===== src/rtl/simple_bus_arb.sv =====
// Round-robin arbiter granting one of NUM_M masters access to a single slave,
// with registered outputs, latched transfer fields and an optional slave timeout.
module simple_bus_arb #(
  parameter int NUM_M   = 4,
  parameter int ADDR_W  = 8,
  parameter int DATA_W  = 8,
  parameter int MODE_W  = 2,
  parameter int TIMEOUT = 16
) (
  input  logic                     clk,
  input  logic                     rst_n,
  input  logic [NUM_M-1:0]         m_req,
  input  logic [NUM_M-1:0]         m_start,
  input  logic [NUM_M*ADDR_W-1:0]  m_addr,
  input  logic [NUM_M*MODE_W-1:0]  m_mode,
  input  logic [NUM_M*DATA_W-1:0]  m_wdata,
  output logic [NUM_M-1:0]         m_gnt,
  output logic [NUM_M-1:0]         m_rdy,
  output logic [DATA_W-1:0]        m_rdata,
  output logic                     m_err,
  output logic                     s_req,
  output logic                     s_start,
  output logic [ADDR_W-1:0]        s_addr,
  output logic [MODE_W-1:0]        s_mode,
  output logic [DATA_W-1:0]        s_wdata,
  input  logic                     s_rdy,
  input  logic [DATA_W-1:0]        s_rdata,
  output logic                     busy
);

  localparam int IDX_W = (NUM_M > 1) ? $clog2(NUM_M) : 1;
  localparam int CNT_W = (TIMEOUT > 0) ? $clog2(TIMEOUT + 1) : 1;
  localparam logic [IDX_W-1:0] LAST_RST = IDX_W'(NUM_M - 1);
  // Timeout fires on the last waiting cycle, as the counter steps onto TIMEOUT.
  localparam logic [CNT_W-1:0] CNT_LAST = (TIMEOUT > 0) ? CNT_W'(TIMEOUT - 1) : '0;

  typedef enum logic [1:0] {S_IDLE, S_GRANT, S_WAIT, S_DONE} state_t;

  state_t              state_q, state_d;
  logic [IDX_W-1:0]    last_q, last_d;
  logic [CNT_W-1:0]    cnt_q, cnt_d;
  logic [NUM_M-1:0]    gnt_q, gnt_d;
  logic [NUM_M-1:0]    rdy_q, rdy_d;
  logic [DATA_W-1:0]   rdata_q, rdata_d;
  logic                err_q, err_d;
  logic                sreq_q, sreq_d;
  logic                sstart_q, sstart_d;
  logic [ADDR_W-1:0]   addr_q, addr_d;
  logic [MODE_W-1:0]   mode_q, mode_d;
  logic [DATA_W-1:0]   wdata_q, wdata_d;
  logic                busy_q, busy_d;

  logic [IDX_W-1:0]    win;
  logic                found;
  int unsigned         idx;

  // First requester after the last winner, wrapping around.
  always_comb begin
    win   = last_q;
    found = 1'b0;
    idx   = 0;
    for (int unsigned i = 1; i <= NUM_M; i++) begin
      idx = (32'(last_q) + i) % 32'(NUM_M);
      if (!found && m_req[idx[IDX_W-1:0]]) begin
        found = 1'b1;
        win   = idx[IDX_W-1:0];
      end
    end
  end

  always_comb begin
    state_d  = state_q;
    last_d   = last_q;
    cnt_d    = cnt_q;
    gnt_d    = gnt_q;
    rdy_d    = '0;
    rdata_d  = '0;
    err_d    = 1'b0;
    sreq_d   = sreq_q;
    sstart_d = 1'b0;
    addr_d   = addr_q;
    mode_d   = mode_q;
    wdata_d  = wdata_q;
    unique case (state_q)
      S_IDLE: begin
        if (found) begin
          gnt_d      = '0;
          gnt_d[win] = 1'b1;
          last_d     = win;
          state_d    = S_GRANT;
        end
      end
      S_GRANT: begin
        if (!m_req[last_q]) begin
          gnt_d   = '0;
          state_d = S_IDLE;
        end else if (m_start[last_q]) begin
          addr_d   = m_addr[last_q*ADDR_W +: ADDR_W];
          mode_d   = m_mode[last_q*MODE_W +: MODE_W];
          wdata_d  = m_wdata[last_q*DATA_W +: DATA_W];
          sreq_d   = 1'b1;
          sstart_d = 1'b1;
          cnt_d    = '0;
          state_d  = S_WAIT;
        end
      end
      S_WAIT: begin
        if (s_rdy) begin
          rdy_d   = gnt_q;
          rdata_d = s_rdata;
          sreq_d  = 1'b0;
          state_d = S_DONE;
        end else begin
          cnt_d = (cnt_q == '1) ? cnt_q : cnt_q + 1'b1;
          if (TIMEOUT > 0 && cnt_q == CNT_LAST) begin
            rdy_d   = gnt_q;
            err_d   = 1'b1;
            sreq_d  = 1'b0;
            state_d = S_DONE;
          end
        end
      end
      S_DONE: begin
        gnt_d   = '0;
        state_d = S_IDLE;
      end
      default: state_d = S_IDLE;
    endcase
    busy_d = (state_d != S_IDLE);
  end

  always_ff @(posedge clk) begin
    if (!rst_n) begin
      state_q  <= S_IDLE;
      last_q   <= LAST_RST;
      cnt_q    <= '0;
      gnt_q    <= '0;
      rdy_q    <= '0;
      rdata_q  <= '0;
      err_q    <= 1'b0;
      sreq_q   <= 1'b0;
      sstart_q <= 1'b0;
      addr_q   <= '0;
      mode_q   <= '0;
      wdata_q  <= '0;
      busy_q   <= 1'b0;
    end else begin
      state_q  <= state_d;
      last_q   <= last_d;
      cnt_q    <= cnt_d;
      gnt_q    <= gnt_d;
      rdy_q    <= rdy_d;
      rdata_q  <= rdata_d;
      err_q    <= err_d;
      sreq_q   <= sreq_d;
      sstart_q <= sstart_d;
      addr_q   <= addr_d;
      mode_q   <= mode_d;
      wdata_q  <= wdata_d;
      busy_q   <= busy_d;
    end
  end

  assign m_gnt   = gnt_q;
  assign m_rdy   = rdy_q;
  assign m_rdata = rdata_q;
  assign m_err   = err_q;
  assign s_req   = sreq_q;
  assign s_start = sstart_q;
  assign s_addr  = addr_q;
  assign s_mode  = mode_q;
  assign s_wdata = wdata_q;
  assign busy    = busy_q;

endmodule


===== config.mk =====
export PLATFORM = sky130hd
export DESIGN_NAME = simple_bus_arb
export DESIGN_NICKNAME = d
export VERILOG_FILES = /design/src/rtl/simple_bus_arb.sv
export SDC_FILE = /design/constraint.sdc
export NUM_CORES = 1
export LEC_CHECK = 0
export BUFFER_PORTS_ARGS = -buffer_cell sky130_fd_sc_hd__buf_2
export CORE_MARGIN = 8
export CORE_UTILIZATION = 40
export DETAILED_ROUTE_END_ITERATION = 7
export MAX_ROUTING_LAYER = met4
export PLACE_DENSITY = 0.83
export REMOVE_ABC_BUFFERS = 1
export SLEW_MARGIN = 15
export SYNTH_ARGS = -nofsm -noshare
export SYNTH_HDL_FRONTEND = slang
export SYNTH_SLANG_ARGS = --single-unit

===== constraint.sdc =====
create_clock -name clk -period 2.7 [get_ports clk]
set_clock_uncertainty 0.2 [all_clocks]
set_input_delay 0.135 -clock clk [delete_from_list [all_inputs] [get_ports clk]]
set_output_delay 0.135 -clock clk [all_outputs]
set_load 0.03 [all_outputs]

Word-level counts from Yosys, hierarchy flattened. Index checks and enable logic that the tools add are counted.

Register bits: 47. Output and inout port bits: 38. Word-level logic and storage cells: 107.

Add/subtract/negate cells: 5. Magnitude comparators: 7. Equal/unequal tests: 12. Shifts and indexed selects: 3. Mux-type cells: 45. Bitwise operators: 2. Reduce and logical (&&, ||, !) cells: 20.

Operators by type and width (number): 32-bit by 6-bit indexed part select with 8-bit output (2); 5-bit two-way mux (4); 2-bit by 3-bit less-than comparator with 1-bit output (second input constant) (6); 2-bit two-way mux (9); 1-bit two-way mux (17); 4-bit two-way mux (4); 1-bit binary-select mux with 2-bit select (6); 2-bit != test (second input constant) (6); 4-bit one-hot mux with 3 select lines (1); 3-bit AND reduction (4); 5-bit one-hot mux with 2 select lines (1); 2-bit one-hot mux with 4 select lines (1); 8-bit by 4-bit indexed part select with 2-bit output (1); 5-bit by 1-bit adder with 5-bit output (second input constant) (1); 5-bit by 4-bit equality test with 1-bit output (second input constant) (1); 5-bit equality test (second input constant) (1); 5-bit AND reduction (1); 2-bit by 1-bit adder with 2-bit output (second input constant) (2); 2-bit adder (second input constant) (2); 2-bit equality test (second input constant) (2); 1-bit logical AND (4); 2-bit AND reduction (2); 4-bit AND reduction (1); 2-bit nonzero test (2); 10 further kinds (13).

Depth between registers and ports, before layout.
Depth after elaboration: 19. Gate-level depth with buffers: 7. Gate-level depth less buffers: 7.

Worst setup path before layout. Ideal clock, no wire load.

Path type: reg-to-reg. Start: register cnt_q[0]. End: register cnt_q[3]. Library setup time: 0.116 ns. Arrival: 1.767 ns. Data required time: 2.384 ns. Setup slack: 0.617 ns. Stages on the path, launching flop included: 8. Clock period less this slack: 2.083 ns. Cells stage by stage: dfxtp_1 ha_1 and3_1 ha_1 nor4b_1 nand4_1 xnor2_1 and3_1.

Longest elaborated chain between the ends: 4. Elaborated cells between the ends (all ways): 7.

Ends and longest elaborated chain: from (decl) (RTL line 41) `logic [CNT_W-1:0] cnt_q, cnt_d;`; from (signal assigned) (RTL line 150) `cnt_q <= cnt_d;`; 5-bit by 1-bit adder with 5-bit output (RTL line 114) `cnt_d = (cnt_q == '1) ? cnt_q : cnt_q + 1'b1;`; 5-bit two-way mux (RTL line 114); 5-bit two-way mux (RTL line 108) `if (s_rdy) begin`; 5-bit one-hot mux with 2 select lines (RTL line 84) `unique case (state_q)`.

Parallel ways exist; a longest one is shown, timed or not. The select of a mux whose other input is x is not followed. A chain may end at the register's enable or synchronous reset.

Worst setup path in the final report.
Start: register last_q[1]. End: register wdata_q[6], in the netlist s_wdata[6].

Longest elaborated chain between the ends: 3. Elaborated cells between the ends (all ways): 6.

Ends and longest elaborated chain: from (decl) (RTL line 40) `logic [IDX_W-1:0] last_q, last_d;`; from (signal assigned) (RTL line 149) `last_q <= last_d;`; parallel branches: the longest is 3 deep, another holds 32-bit by 6-bit indexed part select with 8-bit output; to (signal assigned) (RTL line 159) `wdata_q <= wdata_d;`; to (decl) (RTL line 50) `logic [DATA_W-1:0] wdata_q, wdata_d;`.

Parallel ways; which one is timed is not known. The select of a mux whose other input is x is not followed.

==> impl_metrics.csv <==
group,metric,value,unit
cts,clk_pin_slew,0.09,ns
synth,synth_ff_type,"dfxtp_1",
synth,synth-edff-count,0,
setup_path,crit_required,2.70,ns
drt,via_per_inst,5.37,
drt,first_iter_violations,128,
pwr,peakVddDrop,456,uV
global_routing,grt-ovfl-total,0,
cells_and_area,mostFrequentLayoutCell,"buf_2",
pwr,p_comb_share,38.1,%
drt,wl_met2,3820,um
drt,ant_nets,0,
timing,hold_viol_final,0,
synth,async_flop_share,0,%
place,place.gp.congestion,0.839,
cts,cts_sinks,47,
synth,yosysTopAreaCellShare,37.8,%
global_routing,grt_pass1_vias,2625,
floorplanning,die_x,94.9,um
cells_and_area,final_cells,445,
timing,min_period,2.31,ns
cells_and_area,drive_gt1_share,49.7,%
cells_and_area,nets,464,
pwr,power,2.02,mW
synth,synthXorXnorAreaFrac,0.704,%
cts,cts-root-buf,"clkbuf_8",
cells_and_area,layout_common_cells,"buf_2 (128), dfxtp_1 (46), a21oi_1 (22)",
global_routing,antenna_found_initial,0,
synth,synth_area_leaders,"dfxtp_1 (38%), mux4_2 (16%), a21oi_1 (4.4%), nand3_1 (3.8%), o21ai_2 (3.5%)",
floorplanning,die_h,94.9,um
drt,wl_per_cell,16.7,um
synth,ys_warn_count,0,
setup_path,worstSetupEndpointType,"flop",
drt,dr_wl_met3,350,um
synth,synthesis.area,0.00249,mm2
setup_path,arrival,2.31,ns
pwr,clockPowerShare,21.8,%
setup_path,crit_chain,"mux2i_1 > mux2i_2 > buf_4 > nand3_1 > a21oi_1",
synth,synth_area_leader_cell,"dfxtp_1",
setup_path,path_class,"reg -> reg",
pwr,p_sw_share,35.5,%
global_routing,grt_start_max_net_pins,22,
timing,max_freq,0.434,GHz
pwr,p_per_area,601,mW/mm2
drt,highest_layer,"met4",
global_routing,track_usage,16.9,%
cells_and_area,fill_cells,561,
timing,finalWorstSetupSlack,0.394,ns
floorplanning,ios,129,
floorplanning,core_area,0.00596,mm2
timing,min_period_over_period,85.4,%
synth,ys_seq_area_share,37.8,%
timing,setup_violations,0,
pwr,p_int,1.30,mW
synth,syn_inst,234,
pwr,p_leak,1.53,nW
cts,cts_buffers,5,
cts,insertion_delay,0.30,ns
place,hpwl,5910,um
timing,rsz0062_at_grt,"false",
floorplanning,die_area,0.00900,mm2
pwr,sequentialPowerShare,40.1,%
floorplanning,initial_core_util,41.8,%
place,dp.cells,427,
setup_path,worstSetupStartpointType,"flop",
timing,slew_violations,0,
synth,synth-seq-cells,47,
place,io_buffers,128,
place,dp_slack,0.420,ns
synth,syn_area_per_cell,10.6,um2
drt,firstDrtPassIters,4,
synth,synth_compound_area_share,17.1,%
drt,drc,0,
drt,vias,2390,
setup_path,crit_fanout,12,
job,drv_cap,0,
pwr,p_sw,0.717,mW
status,status,"finished, final reports clean",
min_path,worstHoldPathType,"in -> reg",
setup_path,slowest_stage,"dfxtp_1",
cts,cts_tree,"built",
synth,synthSimpleGateAreaFrac,16.2,%
timing,relSlewSlack,56.9,%
drt,wl,7430,um
synth,synth_top_family_by_area,"multiplexers",
drt,wl_met1,3120,um
timing,tightest_slew,0.647,ns
setup_path,max_stage_delay,0.70,ns
synth,synthAdderAreaFrac,1.51,%
cells_and_area,antenna_cells,0,
cells_and_area,area_growth,34.9,%
synth,yosysUniqueCellTypes,47,
synth,synth_mux_area_share,21.1,%
cts,cts.htree.levels,2,
cts,clockBufferDepth,2,
floorplanning,std_cell_rows,28,
global_routing,grt_first_pass_wirelength,12000,um
==> registers in the layout (all words and copies together) (netlist names) <==
register and flops:
s_start 1, m_gnt 4, s_req 1, m_rdy 4, last_q 2, m_err 1
state_q 2, s_addr 8, s_mode 2, busy 1, s_wdata 8, cnt_q 5
m_rdata 8
==> cell families after synthesis <==
group	Yosys count
xor+xnor	2
fa+ha+maj	3
flops	47
buf+inv	21
mux	28
compound gates	61
simple gates	72
==> cells in the mapped netlist, types with 4 or more instances <==
cell,number
and3_1,5
mux2i_1,6
dfxtp_1,47
a32o_1,4
and2_1,12
o21ai_0,11
or3_1,4
a21oi_1,22
nand2_1,10
buf_2,4
mux4_2,18
nand3_1,19
o21ai_2,10
buf_4,5
buf_6,5
==> area by class of cell <==
type                            instances  area, um2  area share [%]
Clock inverter                          1       8.76           0.261
Timing Repair Buffer                  146        803            23.9
Multi-Input combinational cell        166       1410            42.0
Inverter                                4       15.0           0.447
Tap cell                               75       93.8            2.80
Clock buffer                            6       82.6            2.46
Sequential cell                        47        942            28.1
==> repair_timing <==
action,4_1_cts,5_1_grt
setup buffers,0,0
hold endpoints to repair,13,0
gates resized for setup,0,0
hold buffers,11,0
==> worst max-delay path, delay by kind of cell (launching register included) <==
| family | cells | cell delay [ns] |
|---|---|---|
| flip-flops | 1 | 0.70 |
| multiplexers | 2 | 0.75 |
| AO/OA/AOI/OAI | 1 | 0.18 |
| buffers and inverters | 1 | 0.30 |
| AND/OR/NAND/NOR | 1 | 0.08 |
==> stage by stage <==
stage | instance area (um2) | setup TNS, ns | hold slack [ns] | utilization [%]
after global placement | 3160 | 0 | 0.135 | 53.0
after global routing | 3360 | 0 | 0.0944 | 56.4
final | 3360 | 0 | 0.0889 | 56.4
after detailed placement | 3160 | 0 | 0.136 | 53.0
after floorplan | 2360 | -1.40 | 0.0111 | -
after CTS | 3360 | 0 | 0.0871 | 56.4
==> final timing paths <==
path,start,end,slack [ns],cells past startpoint
hold reg to reg,s_req$_SDFFE_PN0P_,s_req$_SDFFE_PN0P_,0.26,2
hold / removal,m_req[2],busy$_SDFF_PN0_,0.09,3
setup / recovery,last_q[1]$_SDFFE_PN1P_,s_wdata[6]$_SDFFE_PN0P_,0.39,5
setup reg to reg,last_q[1]$_SDFFE_PN1P_,s_wdata[6]$_SDFFE_PN0P_,0.39,5
==> per-layer routing <==
metal / track usage, % / vias to the layer above
met5: - / -
met4: 5.46 / 0
met3: 2.78 / 8
met2: 29.3 / 99
met1: 19.5 / 1135
li1: - / 1148
==> power by group through the flow <==
stage	Sequential (mW)	Clock, mW	Combinational [mW]
2_1_floorplan	0.937	0	0.398
3_3_place_gp	0.824	0	0.744
3_5_place_dp	0.828	0	0.759
4_1_cts	0.812	0.449	0.772
5_1_grt	0.822	0.476	0.826
6_report	0.810	0.440	0.769
Power figures use the tool's default switching activity.
